==> config.mk <==
export PLATFORM = sky130hd
export DESIGN_NAME = uitpg_mode_ctrl_flat
export DESIGN_NICKNAME = d
export VERILOG_FILES = /design/src/rtl/uitpg_mode_ctrl_if.sv /design/src/rtl/uitpg_mode_ctrl.sv /design/src/flat_wrapper.sv
export SDC_FILE = /design/constraint.sdc
export NUM_CORES = 1
export LEC_CHECK = 0
export CORE_UTILIZATION = 55
export DETAILED_ROUTE_END_ITERATION = 10
export GPL_TIMING_DRIVEN = 0
export PLACE_DENSITY = 0.82
export SETUP_SLACK_MARGIN = 0.5
export SLEW_MARGIN = 25
export SYNTH_ARGS = -nofsm -noshare
export SYNTH_HDL_FRONTEND = slang
export SYNTH_SLANG_ARGS = --single-unit
export TNS_END_PERCENT = 1
==> constraint.sdc <==
create_clock -name I_ctl_clk -period 4.4 [get_ports I_ctl_clk]
set_clock_uncertainty 0.05 [all_clocks]
set_input_delay 0.88 -clock I_ctl_clk [delete_from_list [all_inputs] [get_ports I_ctl_clk]]
set_output_delay 0.88 -clock I_ctl_clk [all_outputs]
set_load 0.03 [all_outputs]
==> src/rtl/uitpg_mode_ctrl_if.sv <==
// Control bundle between the pattern-mode sequencer and its user / timing side.
// master drives the requests and vsync, slave is the sequencer.
interface uitpg_mode_ctrl_if;
    logic        I_vs;
    logic        I_auto_en;
    logic        I_next;
    logic        I_prev;
    logic        I_sel_load;
    logic [3:0]  I_sel_val;
    logic [3:0]  O_pat_sel;
    logic        O_pat_upd;
    logic        O_req_pend;
    logic [15:0] O_frame_cnt;

    modport master (
        output I_vs, I_auto_en, I_next, I_prev, I_sel_load, I_sel_val,
        input  O_pat_sel, O_pat_upd, O_req_pend, O_frame_cnt
    );

    modport slave (
        input  I_vs, I_auto_en, I_next, I_prev, I_sel_load, I_sel_val,
        output O_pat_sel, O_pat_upd, O_req_pend, O_frame_cnt
    );
endinterface

==> src/rtl/uitpg_mode_ctrl.sv <==
// Pattern-mode sequencer: picks the TPG pattern index and only changes it on a
// vsync rising edge, with timed auto-cycling and latched manual requests.
module uitpg_mode_ctrl #(
    parameter int NUM_PATTERNS = 16,
    parameter int DWELL_FRAMES = 60,
    parameter int DWELL_W      = 8
) (
    input  logic              I_ctl_clk,
    input  logic              I_ctl_rst,
    uitpg_mode_ctrl_if.slave  bus
);
    typedef enum logic [1:0] {S_INIT, S_AUTO, S_MAN} state_t;

    localparam logic [3:0]         MAX_SEL    = 4'(NUM_PATTERNS - 1);
    localparam logic [DWELL_W-1:0] DWELL_LAST = DWELL_W'(DWELL_FRAMES - 1);

    state_t             state_q, state_d;
    logic               vs_q;
    logic [3:0]         sel_q, sel_d;
    logic               upd_q, upd_d;
    logic               pend_q, pend_d;
    logic [3:0]         tgt_q, tgt_d;
    logic [15:0]        frame_q, frame_d;
    logic [DWELL_W-1:0] dwell_q, dwell_d;

    logic       fs;
    logic       req;
    logic [3:0] base, req_val, adv_val;

    assign fs = bus.I_vs & ~vs_q;

    // Requests stack on an outstanding target so repeated pulses accumulate.
    always_comb begin
        base    = pend_q ? tgt_q : sel_q;
        req     = bus.I_sel_load | bus.I_next | bus.I_prev;
        req_val = base;
        if (bus.I_sel_load)
            req_val = (bus.I_sel_val > MAX_SEL) ? MAX_SEL : bus.I_sel_val;
        else if (bus.I_next)
            req_val = (base == MAX_SEL) ? 4'd0 : base + 4'd1;
        else if (bus.I_prev)
            req_val = (base == 4'd0) ? MAX_SEL : base - 4'd1;
        adv_val = (sel_q == MAX_SEL) ? 4'd0 : sel_q + 4'd1;
    end

    always_comb begin
        state_d = state_q;
        sel_d   = sel_q;
        pend_d  = pend_q;
        tgt_d   = tgt_q;
        frame_d = frame_q;
        dwell_d = dwell_q;

        if (fs) begin
            frame_d = frame_q + 16'd1;
            case (state_q)
                S_AUTO: begin
                    if (pend_q) begin
                        sel_d   = tgt_q;
                        pend_d  = 1'b0;
                        dwell_d = '0;
                    end else if (dwell_q == DWELL_LAST) begin
                        sel_d   = adv_val;
                        dwell_d = '0;
                    end else begin
                        dwell_d = dwell_q + 1'b1;
                    end
                    if (!bus.I_auto_en) begin
                        state_d = S_MAN;
                        dwell_d = '0;
                    end
                end
                default: begin
                    // S_INIT and S_MAN: only pending requests move the select.
                    if (pend_q) begin
                        sel_d  = tgt_q;
                        pend_d = 1'b0;
                    end
                    dwell_d = '0;
                    state_d = bus.I_auto_en ? S_AUTO : S_MAN;
                end
            endcase
        end

        // A request landing on the fs cycle is held for the following frame.
        if (req) begin
            pend_d = 1'b1;
            tgt_d  = req_val;
        end

        upd_d = (sel_d != sel_q);
    end

    always_ff @(posedge I_ctl_clk) begin
        if (I_ctl_rst) begin
            state_q <= S_INIT;
            vs_q    <= 1'b1;
            sel_q   <= '0;
            upd_q   <= 1'b0;
            pend_q  <= 1'b0;
            tgt_q   <= '0;
            frame_q <= '0;
            dwell_q <= '0;
        end else begin
            state_q <= state_d;
            vs_q    <= bus.I_vs;
            sel_q   <= sel_d;
            upd_q   <= upd_d;
            pend_q  <= pend_d;
            tgt_q   <= tgt_d;
            frame_q <= frame_d;
            dwell_q <= dwell_d;
        end
    end

    assign bus.O_pat_sel   = sel_q;
    assign bus.O_pat_upd   = upd_q;
    assign bus.O_req_pend  = pend_q;
    assign bus.O_frame_cnt = frame_q;
endmodule
==> src/flat_wrapper.sv <==
// flat-port wrapper written by rule: the top's interface ports become plain ports
module uitpg_mode_ctrl_flat 
#(
    parameter int NUM_PATTERNS = 16,
    parameter int DWELL_FRAMES = 60,
    parameter int DWELL_W      = 8
)
  (I_ctl_clk, I_ctl_rst, bus_I_vs, bus_I_auto_en, bus_I_next, bus_I_prev, bus_I_sel_load, bus_I_sel_val, bus_O_pat_sel, bus_O_pat_upd, bus_O_req_pend, bus_O_frame_cnt);
  uitpg_mode_ctrl_if bus_i ();
  input  logic I_ctl_clk;
  input  logic I_ctl_rst;
  input wire logic [$bits(bus_i.I_vs)-1:0] bus_I_vs;
  input wire logic [$bits(bus_i.I_auto_en)-1:0] bus_I_auto_en;
  input wire logic [$bits(bus_i.I_next)-1:0] bus_I_next;
  input wire logic [$bits(bus_i.I_prev)-1:0] bus_I_prev;
  input wire logic [$bits(bus_i.I_sel_load)-1:0] bus_I_sel_load;
  input wire logic [$bits(bus_i.I_sel_val)-1:0] bus_I_sel_val;
  output wire logic [$bits(bus_i.O_pat_sel)-1:0] bus_O_pat_sel;
  output wire logic [$bits(bus_i.O_pat_upd)-1:0] bus_O_pat_upd;
  output wire logic [$bits(bus_i.O_req_pend)-1:0] bus_O_req_pend;
  output wire logic [$bits(bus_i.O_frame_cnt)-1:0] bus_O_frame_cnt;
  assign bus_i.I_vs = bus_I_vs;
  assign bus_i.I_auto_en = bus_I_auto_en;
  assign bus_i.I_next = bus_I_next;
  assign bus_i.I_prev = bus_I_prev;
  assign bus_i.I_sel_load = bus_I_sel_load;
  assign bus_i.I_sel_val = bus_I_sel_val;
  assign bus_O_pat_sel = bus_i.O_pat_sel;
  assign bus_O_pat_upd = bus_i.O_pat_upd;
  assign bus_O_req_pend = bus_i.O_req_pend;
  assign bus_O_frame_cnt = bus_i.O_frame_cnt;
  uitpg_mode_ctrl #(.NUM_PATTERNS(NUM_PATTERNS), .DWELL_FRAMES(DWELL_FRAMES), .DWELL_W(DWELL_W)) u_core (.I_ctl_clk(I_ctl_clk), .I_ctl_rst(I_ctl_rst), .bus(bus_i));
endmodule
After elaboration in Yosys (flattened, before gate mapping)
Cells that the tools add are included.
Word-level totals
  register bits after elaboration: 37
  latch bits: 0
  bits in writable memories: 0
  memory bits (read-only): 0
  input port bits: 11
  memories: 0
Operators by class
  add/subtract/negate cells: 5
  multiply operators: 0
  div/mod/pow operators: 0
  $lt $le $gt $ge: 1
  eq/ne operators: 6
  shift-type cells: 0
  muxes and demuxes: 21
  bitwise operators: 4
  reductions and logical operators: 3
Operator list (number)
  $mux W4: 12
  $mux W8: 4
  $add A16 B1 Y16 const B: 1
  $add A4 B1 Y4 const B: 2
  $add A8 B1 Y8 const B: 1
  $eq A4 B4 Y1 const B: 2
  $eq A8 B6 Y1 const B: 1
  $mux W2: 3
  $gt A4 B4 Y1 const B: 1
  $logic_not A4 Y1: 1
  $ne A4 B4 Y1: 1
  $sub A4 B1 Y4 const B: 1
  $eq A2 B1 Y1 const B: 1
  $mux W1: 2
  $ne A2 B2 Y1 const B: 1
  $or A1 B1 Y1: 2
  $reduce_and A2 Y1: 1
  $reduce_bool A2 Y1: 1
  $and A1 B1 Y1: 1
  $not A1 Y1: 1

Logic depth before layout (Yosys ltp)
Gate-level depths: netlist of the first run.
  word-level depth: 7
  gate-level depth with buffers: 9
  depth with buffers taken out: 8

Worst setup path after synthesis of the first run
OpenSTA, ideal clock, no wires.
  path type: input-to-reg
  start point: input port bus_I_vs
  end point: register u_core.frame_q[13], in the netlist u_core.bus.O_frame_cnt[13]
  data arrival time: 2.059 ns
  required time: 4.234 ns
  setup slack: 2.175 ns
  stages: 5
  path buffers: 0
  path through: nor2b_1 -> nand4_1 -> nor3_1 -> a311oi_1 -> a41o_1
Between the ends
  word-level cells in the longest chain between the ends: 1
RTL lines
  from (decl): line flat_wrapper.sv:12  | input wire logic [$bits(bus_i.I_vs)-1:0] bus_I_vs;
  $and A1 B1 Y1: line uitpg_mode_ctrl.sv:30  | assign fs = bus.I_vs & ~vs_q;
  to (signal assigned): line uitpg_mode_ctrl.sv:111  | frame_q <= frame_d;
  to (decl): line uitpg_mode_ctrl.sv:23  | logic [15:0] frame_q, frame_d;
No other way between the ends.
A chain may end at the register's enable or synchronous reset.

Worst setup path in the final report of the first run
Ends and elaborated chain as after synthesis.

==> impl_metrics.env, run 1 <==
export IMPL_synthArstFlopShare=0
export IMPL_rows=21
export IMPL_arrival_ps=2940
export IMPL_root_buffer="clkbuf_8"
export IMPL_placed_cell_area_sq_um=2370
export IMPL_netlist_instances=249
export IMPL_hold_worst_slack_ps=429
export IMPL_clk_pin_slew_ps=80
export IMPL_use_met1=0.309
export IMPL_cts_path_max_buffers=2
export IMPL_synth_area_leaders="dfxtp_1 (37%), nor2_1 (5.4%), a21oi_1 (5.2%), xnor2_1 (5.2%), xor2_1 (4.8%)"
export IMPL_drive_above_1_share=0.0629
export IMPL_synth_top_cell_area_share=0.366
export IMPL_finalCriticalPeriod_ps=2800
export IMPL_ys_seq_area_frac=0.366
export IMPL_initial_utilization=0.588
export IMPL_yosysWarnings=0
export IMPL_gp_congestion=0.862
export IMPL_grt_max_degree=14
export IMPL_slew_headroom=0.601
export IMPL_ir_drop_mv=0.225
export IMPL_cp_end_kind="flip-flop"
export IMPL_antenna_left=0
export IMPL_fp_coreArea_sq_um=3440
export IMPL_finalMaxSlewViolations=0
export IMPL_grt_util_met2=0.416
export IMPL_drt_iter0_markers=131
export IMPL_vias=1872
export IMPL_synth_seq_cells=37
export IMPL_wire_per_inst_um=13.3
export IMPL_hold_viol_final=0
export IMPL_remaining_drc_errors=0
export IMPL_fin_crit_sh=0.637
export IMPL_wl_um=4420
export IMPL_worst_path_max_fanout=8
export IMPL_final_cell_mix="dfxtp_1 (37), nor2_1 (29), clkdlybuf4s50_1 (29)"
export IMPL_cellPowerDensity_nw_per_um2=292
export IMPL_busiest_layer="met2"
export IMPL_place_hpwl_um=3130
export IMPL_worstSetupPathType="in2reg"
export IMPL_setup_viol=0
export IMPL_maxCapViolations=0
export IMPL_rsz0062_at_grt="false"
export IMPL_fin_nets=301
export IMPL_grt_ovfl_total=0
export IMPL_viasPerCell=5.64
export IMPL_tns_ps=0
export IMPL_hold_class="reg2reg"
export IMPL_htree_levels=2
export IMPL_cts_made_buffers=5
export IMPL_grt_pass1_wl_um=7840
export IMPL_synth_edf_count=0
export IMPL_post_place_ws_ps=1300
export IMPL_cts_tree="yes"
export IMPL_antenna_found_initial=0
export IMPL_worst_slew_pin_slew_ps=582
export IMPL_use_met3=0.0511
export IMPL_final_common_cell="dfxtp_1"
export IMPL_io_buffers=29
export IMPL_postCtsSetupBuffers=0
export IMPL_synth_nets=265
export IMPL_clock_latency_ps=280
export IMPL_required_ps=4530
export IMPL_ios=33
export IMPL_status="finished, final reports clean"
export IMPL_synth_cell_types=48
export IMPL_critPathLaunchType="input pin"
export IMPL_clock_sinks=37
export IMPL_fin_area_sq_um=2480
export IMPL_synthFlopType="dfxtp_1"
export IMPL_syn_area_sq_um=2020
export IMPL_syn2layout_area_growth_pct=22.8
export IMPL_n_antenna_cell=0
export IMPL_dieArea_sq_um=3930
export IMPL_p_leak_uw=0.000872
export IMPL_yosysTopAreaCell="dfxtp_1"
export IMPL_ctsHoldBuffers=0
export IMPL_cts_resized=0
export IMPL_fin_ws_ps=1600
export IMPL_syn_avg_cell_area_sq_um=8.13
export IMPL_timing_fmax_mhz=357
export IMPL_first_pass_iters=4
export IMPL_grt_pass1_vias=1767
export IMPL_fp_dieW_um=62.7
export IMPL_grt_usage=0.246
export IMPL_die_h_um=62.7
-- registers in the layout, indices dropped and copies added (netlist names) --
name                    flops
u_core.bus.O_req_pend       1
u_core.tgt_q                4
u_core.dwell_q              8
u_core.state_q              2
u_core.bus.O_pat_sel        4
u_core.bus.O_pat_upd        1
u_core.vs_q                 1
u_core.bus.O_frame_cnt     16
-- area by class of cell --
class | count | area [sq um]
clock buffer | 5 | 68.8
timing repair buffer | 29 | 290
tap | 46 | 57.6
inverter | 10 | 37.5
multi-input combinational | 189 | 1190
clock inverter | 3 | 43.8
buffer | 13 | 52.6
sequential | 37 | 741
fill | 294 | 958
-- worst max-delay path, cell delays in order --
cell             delay (ps)
clkdlybuf4s50_1         490
nor2b_1                 310
nand4_1                 360
nor3_1                  510
a311oi_1                170
a41o_1                  220
-- final timing paths --
check                                            from                          to  slack, ps  cells past startpoint
worst max-delay path                         bus_I_vs  u_core.bus.O_frame_cnt[13]       1600                      6
worst min-delay path                u_core.state_q[0]           u_core.state_q[0]        430                      2
worst max register to register  u_core.bus.O_req_pend             u_core.tgt_q[3]       2280                      9
worst min register to register      u_core.state_q[0]           u_core.state_q[0]        430                      2
-- power by group --
group,total (uW),internal (uW),leakage (uW),switching [uW]
clock network,293,170,0.0000585,123
logic,82.9,36.4,0.000513,46.5
registers,350,342,0.000300,7.66
-- cells in the mapped netlist, drive strengths merged (4+ instances only) --
cell type and number:
nand4 7, nor2b 5, inv 10, nor4 4
nand3 7, a21oi 22, o21ai 10, buf 6
clkbuf 7, nand2b 6, xor2 11, xnor2 12
nor2 29, ha 5, nor3 5, dfxtp 37
nand2 21, o211ai 4
-- metal layers --
metal / part of all wire / wire length [um]
met1: 0.47 / 2060
met2: 0.48 / 2130
met3: 0.045 / 199
met5: 0 / 0
met4: 0.0077 / 34
-- stage by stage --
stage | power (uW) | util | cells
6_report | 725 | 0.722 | 332
5_1_grt | 755 | 0.722 | 332
3_3_place_gp | 438 | 0.689 | 324
3_5_place_dp | 439 | 0.689 | 324
2_1_floorplan | 413 | - | 249
4_1_cts | 728 | 0.722 | 332
-- logic make-up (layout without fill, tap and decap cells) --
group                      count (synthesis)  in the layout  share of synthesized area
and+or+nand+nor                          103            103                      0.265
AOI/OAI and AO/OA                         53             53                      0.168
DFF                                       37             37                      0.366
xor gates and xnor gates                  23             23                     0.0996
buffers and inverters                     23             60                     0.0445
adders and majority gates                  5              5                     0.0309
muxes                                      5              5                     0.0260
(Power assumes the default switching activity.)
==> run 2: changes to the inputs <==
CORE_UTILIZATION = 48   (was 55)
PLACE_DENSITY = 0.76   (was 0.82)
clock period = 2.5 ns   (was 4.4 ns; I/O delays follow)
==> run 2 against run 1 <==
Compared with the run above:
- non-clock buffer count increased by 2
- via count increased by 1.5%
- clock-buffer cell count increased by 2
- cell count increased by 1.8%
- die area increased by 14%
- critical path depth decreased by 5
- first-iteration DRC count decreased by 11%
- sequential power increased by 76%
- global-route usage decreased by 1.9 points
- worst hold slack got worse by 3.3 ps
- setup slack got worse by 1100 ps
- sequential share of layout area decreased by 0.81 points
==> impl_metrics.env, run 2 (synthesized netlist as in run 1, its figures left out) <==
export IMPL_fp_dieW_um=66.9
export IMPL_grt_usage=0.227
export IMPL_clock_latency_ps=280
export IMPL_grt_max_degree=12
export IMPL_clock_sinks=37
export IMPL_rsz0062_at_grt="true"
export IMPL_reg2reg_to="u_core.bus.O_pat_sel[0]"
export IMPL_drt_iter0_markers=116
export IMPL_critPathLaunch="u_core.bus.O_frame_cnt[12]"
export IMPL_worst_path_max_fanout=6
export IMPL_cellPowerDensity_nw_per_um2=462
export IMPL_arrival_ps=1430
export IMPL_cp_cell_sequence="clkdlybuf4s50_1"
export IMPL_p_leak_uw=0.000931
export IMPL_wl_um=4760
export IMPL_antenna_left=0
export IMPL_finalCriticalPeriod_ps=1980
export IMPL_remaining_drc_errors=0
export IMPL_cp_buffers_inverters=1
export IMPL_required_ps=1950
export IMPL_wire_per_inst_um=14.1
export IMPL_timing_fmax_mhz=504
export IMPL_grt_pass1_vias=1735
export IMPL_cts_path_max_buffers=2
export IMPL_postLayoutCoreUtil=0.635
export IMPL_initial_utilization=0.502
export IMPL_root_buffer="clkbuf_8"
export IMPL_vias=1901
export IMPL_gp_congestion=0.820
export IMPL_cp_endpoint="bus_O_frame_cnt[12]"
export IMPL_first_pass_iters=4
export IMPL_drive_above_1_share=0.111
export IMPL_cp_end_kind="output pin"
export IMPL_clk_pin_slew_ps=70
export IMPL_final_cell_mix="dfxtp_1 (36), nor2_1 (29), clkdlybuf4s50_1 (27)"
export IMPL_rrSetupSlack_ps=540
export IMPL_maxCapViolations=0
export IMPL_grt_pass1_wl_um=7790
export IMPL_hold_worst_slack_ps=426
export IMPL_r2r_start="u_core.dwell_q[0]"
export IMPL_dieArea_sq_um=4480
export IMPL_setup_viol=0
export IMPL_post_place_ws_ps=-179
export IMPL_hold_class="reg2reg"
export IMPL_cpPeakStageDelay_ps=710
export IMPL_viasPerCell=5.62
export IMPL_critPathLaunchType="flip-flop"
export IMPL_io_buffers=29
export IMPL_finalNonFillerCells=338
export IMPL_die_h_um=66.9
export IMPL_n_antenna_cell=0
export IMPL_dp_cells=328
export IMPL_fp_coreArea_sq_um=4030
export IMPL_antenna_found_initial=0
export IMPL_slew_headroom=0.663
export IMPL_cp_top_family="buffers and inverters"
export IMPL_tns_ps=0
export IMPL_hold_viol_final=0
export IMPL_ios=33
export IMPL_fin_ws_ps=516
export IMPL_ir_drop_mv=0.302
export IMPL_rows=23
export IMPL_fin_crit_sh=0.794
export IMPL_syn2layout_area_growth_pct=26.4
export IMPL_largest_reg_flops=16
export IMPL_reg2regPathDepth=6
export IMPL_status="finished, final reports clean"
export IMPL_worstSetupPathType="reg2out"
export IMPL_finalMaxSlewViolations=0
export IMPL_fin_nets=303
export IMPL_final_common_cell="dfxtp_1"
export IMPL_worst_slew_pin_slew_ps=505
export IMPL_place_hpwl_um=3210
export IMPL_cts_made_buffers=5
export IMPL_htree_levels=2
export IMPL_grt_ovfl_total=0
export IMPL_critPathSlowestCell="clkdlybuf4s50_1"
export IMPL_path_depth=1
export IMPL_cts_tree="yes"
## run 2: cell count changes in the layout (fill, tap and decap cells not counted), sizes merged
cell,change
inv,-1
buf,-1
clkdlybuf4s50,-2
clkbuf,+5
dlymetal6s2s,+1
dlygate4sd2,+1
bufinv,-1
clkinv,-1
clkinvlp,+1
## run 2: cell type report
cell class                      count  area (sq um)
Sequential cell                    37           742
Clock buffer                        7          76.3
Buffer                             13          61.3
Multi-Input combinational cell    189          1260
Clock inverter                      1          7.51
Timing Repair Buffer               31           307
Inverter                           10          37.5
Tap cell                           50          62.6
Fill cell                         380          1470
## run 2: metal layers
layer  track usage  vias to the layer above  share of wire
li1              -                      956              -
met1         0.290                      902           0.47
met2         0.380                       37           0.49
met3        0.0428                        6          0.037
met4        0.0745                        0         0.0084
met5             0                        -              0
## run 2: metrics by stage
stage	instance area, sq um	total power, uW
detailed placement	2380	773
floorplan	2020	728
global route	2560	1230
finish	2560	1180
CTS	2500	1180
global placement	2380	771
## run 2: how the worst min path moves through the flow
stage | depth (start not counted) | slack [ps] | startpoint | endpoint
finish | 2 | 430 | u_core.dwell_q[1] | u_core.dwell_q[1]
global route | 2 | 450 | u_core.dwell_q[1] | u_core.dwell_q[1]
CTS | 2 | 420 | u_core.dwell_q[1] | u_core.dwell_q[1]
detailed placement | 2 | 410 | u_core.dwell_q[1] | u_core.dwell_q[1]
global placement | 2 | 400 | u_core.state_q[0] | u_core.state_q[0]
floorplan | 2 | 390 | u_core.dwell_q[1] | u_core.dwell_q[1]
## run 2: timing repair
action / 4_1_cts / 5_1_grt
pin swaps: 1 / 0
setup buffers: 2 / 0
hold buffers: 0 / 0
endpoints found under the setup margin: 20 / 28
resized for setup: 7 / 14
## run 2: power by group
| group | switching [uW] | total [uW] | internal, uW |
|---|---|---|---|
| Clock | 214 | 412 | 197 |
| Sequential | 15.4 | 617 | 602 |
| Combinational | 84.4 | 153 | 69.1 |
| Total | 314 | 1180 | 869 |
==> run 3: changes to the inputs <==
clock period = 1.7 ns   (was 2.5 ns; I/O delays follow)
==> run 3 against run 2 <==
Compared with the run above:
- the flow now finishes with violations (negative setup slack)
- power is 61% higher
- utilization is 7.5 points higher
- clock-buffer cell count did not move
- register-to-register slack lost 680 ps
- sequential cell count did not move
- worst hold slack worse by 60 ps
- sequential share of layout area fell by 0.83 points
- sequential power up 44%
- non-clock buffer count increased by 5
- design area increased by 12%
- cell count up 1.5%
==> impl_metrics.env, run 3 (synthesized netlist as in run 1, its figures left out) <==
export IMPL_status="finished, violations left"
export IMPL_violations="negative setup slack"
export IMPL_fin_ws_ps=-138
export IMPL_fin_area_sq_um=2860
export IMPL_grt_usage=0.254
export IMPL_arrival_ps=1950
export IMPL_p_leak_uw=0.00104
export IMPL_clock_sinks=37
export IMPL_finalMaxSlewViolations=0
export IMPL_io_buffers=29
export IMPL_place_hpwl_um=3290
export IMPL_dp_cells=328
export IMPL_hold_viol_final=0
export IMPL_rsz0062_at_grt="true"
export IMPL_root_buffer="clkbuf_8"
export IMPL_clk_pin_slew_ps=70
export IMPL_final_common_cell="nor2_1"
export IMPL_first_pass_iters=4
export IMPL_cts_path_max_buffers=2
export IMPL_critPathLaunchType="flip-flop"
export IMPL_fin_crit_sh=1.08
export IMPL_vias=1936
export IMPL_final_cell_mix="nor2_1 (28), buf_6 (22), nand2_1 (20)"
export IMPL_largest_reg_flops=16
export IMPL_grt_pass1_vias=1923
export IMPL_drive_above_1_share=0.362
export IMPL_wire_per_inst_um=15.5
export IMPL_cp_end_kind="flip-flop"
export IMPL_ir_drop_mv=0.550
export IMPL_fp_dieW_um=66.9
export IMPL_hold_worst_slack_ps=365
export IMPL_rows=23
export IMPL_cts_made_buffers=5
export IMPL_tns_ps=-487
export IMPL_drt_iter0_markers=73
export IMPL_worstSetupPathType="reg2reg"
export IMPL_remaining_drc_errors=0
export IMPL_hold_class="in2reg"
export IMPL_timing_fmax_mhz=544
export IMPL_required_ps=1810
export IMPL_worst_path_max_fanout=6
export IMPL_regArea_sq_um=806
export IMPL_fp_coreArea_sq_um=4030
export IMPL_slew_headroom=0.655
export IMPL_fillers=311
export IMPL_gp_congestion=0.880
export IMPL_antenna_found_initial=0
export IMPL_grt_ovfl_total=0
export IMPL_worst_slew_pin_slew_ps=517
export IMPL_antenna_left=0
export IMPL_setup_viol=6
export IMPL_clock_latency_ps=300
export IMPL_finalNonFillerCells=343
export IMPL_placed_cell_area_sq_um=2430
export IMPL_n_antenna_cell=0
export IMPL_multi_input_area_sq_um=1390
export IMPL_syn2layout_area_growth_pct=41.3
export IMPL_ios=33
export IMPL_fin_nets=308
export IMPL_grt_pass1_wl_um=8590
export IMPL_die_h_um=66.9
export IMPL_initial_utilization=0.502
export IMPL_wl_um=5330
export IMPL_power_uw=1900
export IMPL_cellPowerDensity_nw_per_um2=666
export IMPL_maxCapViolations=0
export IMPL_cts_tree="yes"
export IMPL_htree_levels=2
export IMPL_finalCriticalPeriod_ps=1840
export IMPL_dieArea_sq_um=4480
export IMPL_viasPerCell=5.64
export IMPL_grt_max_degree=13
-- run 3: changes by cell type in the layout (fill, tap and decap cells not counted), sizes merged --
cell,delta
dlymetal6s2s,-1
buf,+29
clkdlybuf4s50,-22
clkbuf,-3
dlygate4sd2,+2
-- run 3: worst paths after layout --
kind	start	to	slack [ps]	cells past startpoint
worst max-delay path	u_core.dwell_q[2]	u_core.bus.O_pat_sel[3]	-140	5
worst min-delay path	bus_I_vs	u_core.vs_q	370	2
worst min register to register	u_core.state_q[0]	u_core.state_q[0]	430	2
worst max register to register	u_core.dwell_q[2]	u_core.bus.O_pat_sel[3]	-140	5
-- run 3: final cells by class --
cell class,count,share of cell area
clock inverter,1,0.00263
tap,50,0.0219
inverter,10,0.0131
buffer,13,0.0328
timing repair buffer,36,0.123
sequential,37,0.282
multi-input combinational,189,0.488
clock buffer,7,0.0376
-- run 3: layer usage --
layer	wire length [um]	up-vias	track usage
li1	-	965	-
met1	2360	922	0.295
met2	2630	41	0.448
met3	258	8	0.0685
met4	74	0	0.0745
met5	0	-	0
-- run 3: report_power, final --
| group | internal (uW) | switching [uW] | total (uW) |
|---|---|---|---|
| Sequential | 866 | 25.1 | 891 |
| Clock | 418 | 339 | 757 |
| Combinational | 119 | 137 | 256 |
-- run 3: repair_timing --
item	in CTS	in global routing
pin swaps	23	24
gates resized for setup	206	16
setup endpoints to repair	59	53
buffers inserted	7	0
hold buffers	0	0
-- run 3: worst max-delay path: stages (launching register included) --
cell	delay, ps
dfxtp_2	350
or3b_4	430
or4_4	550
a21oi_2	150
nand2b_1	120
a21oi_1	60
-- run 3: per-stage QoR --
stage / setup WS (ps) / utilization
final: -138 / 0.710
after CTS: -90.9 / 0.697
after global routing: -199 / 0.710
after floorplan: -35.2 / -
after detailed placement: -707 / 0.604
after global placement: -697 / 0.604
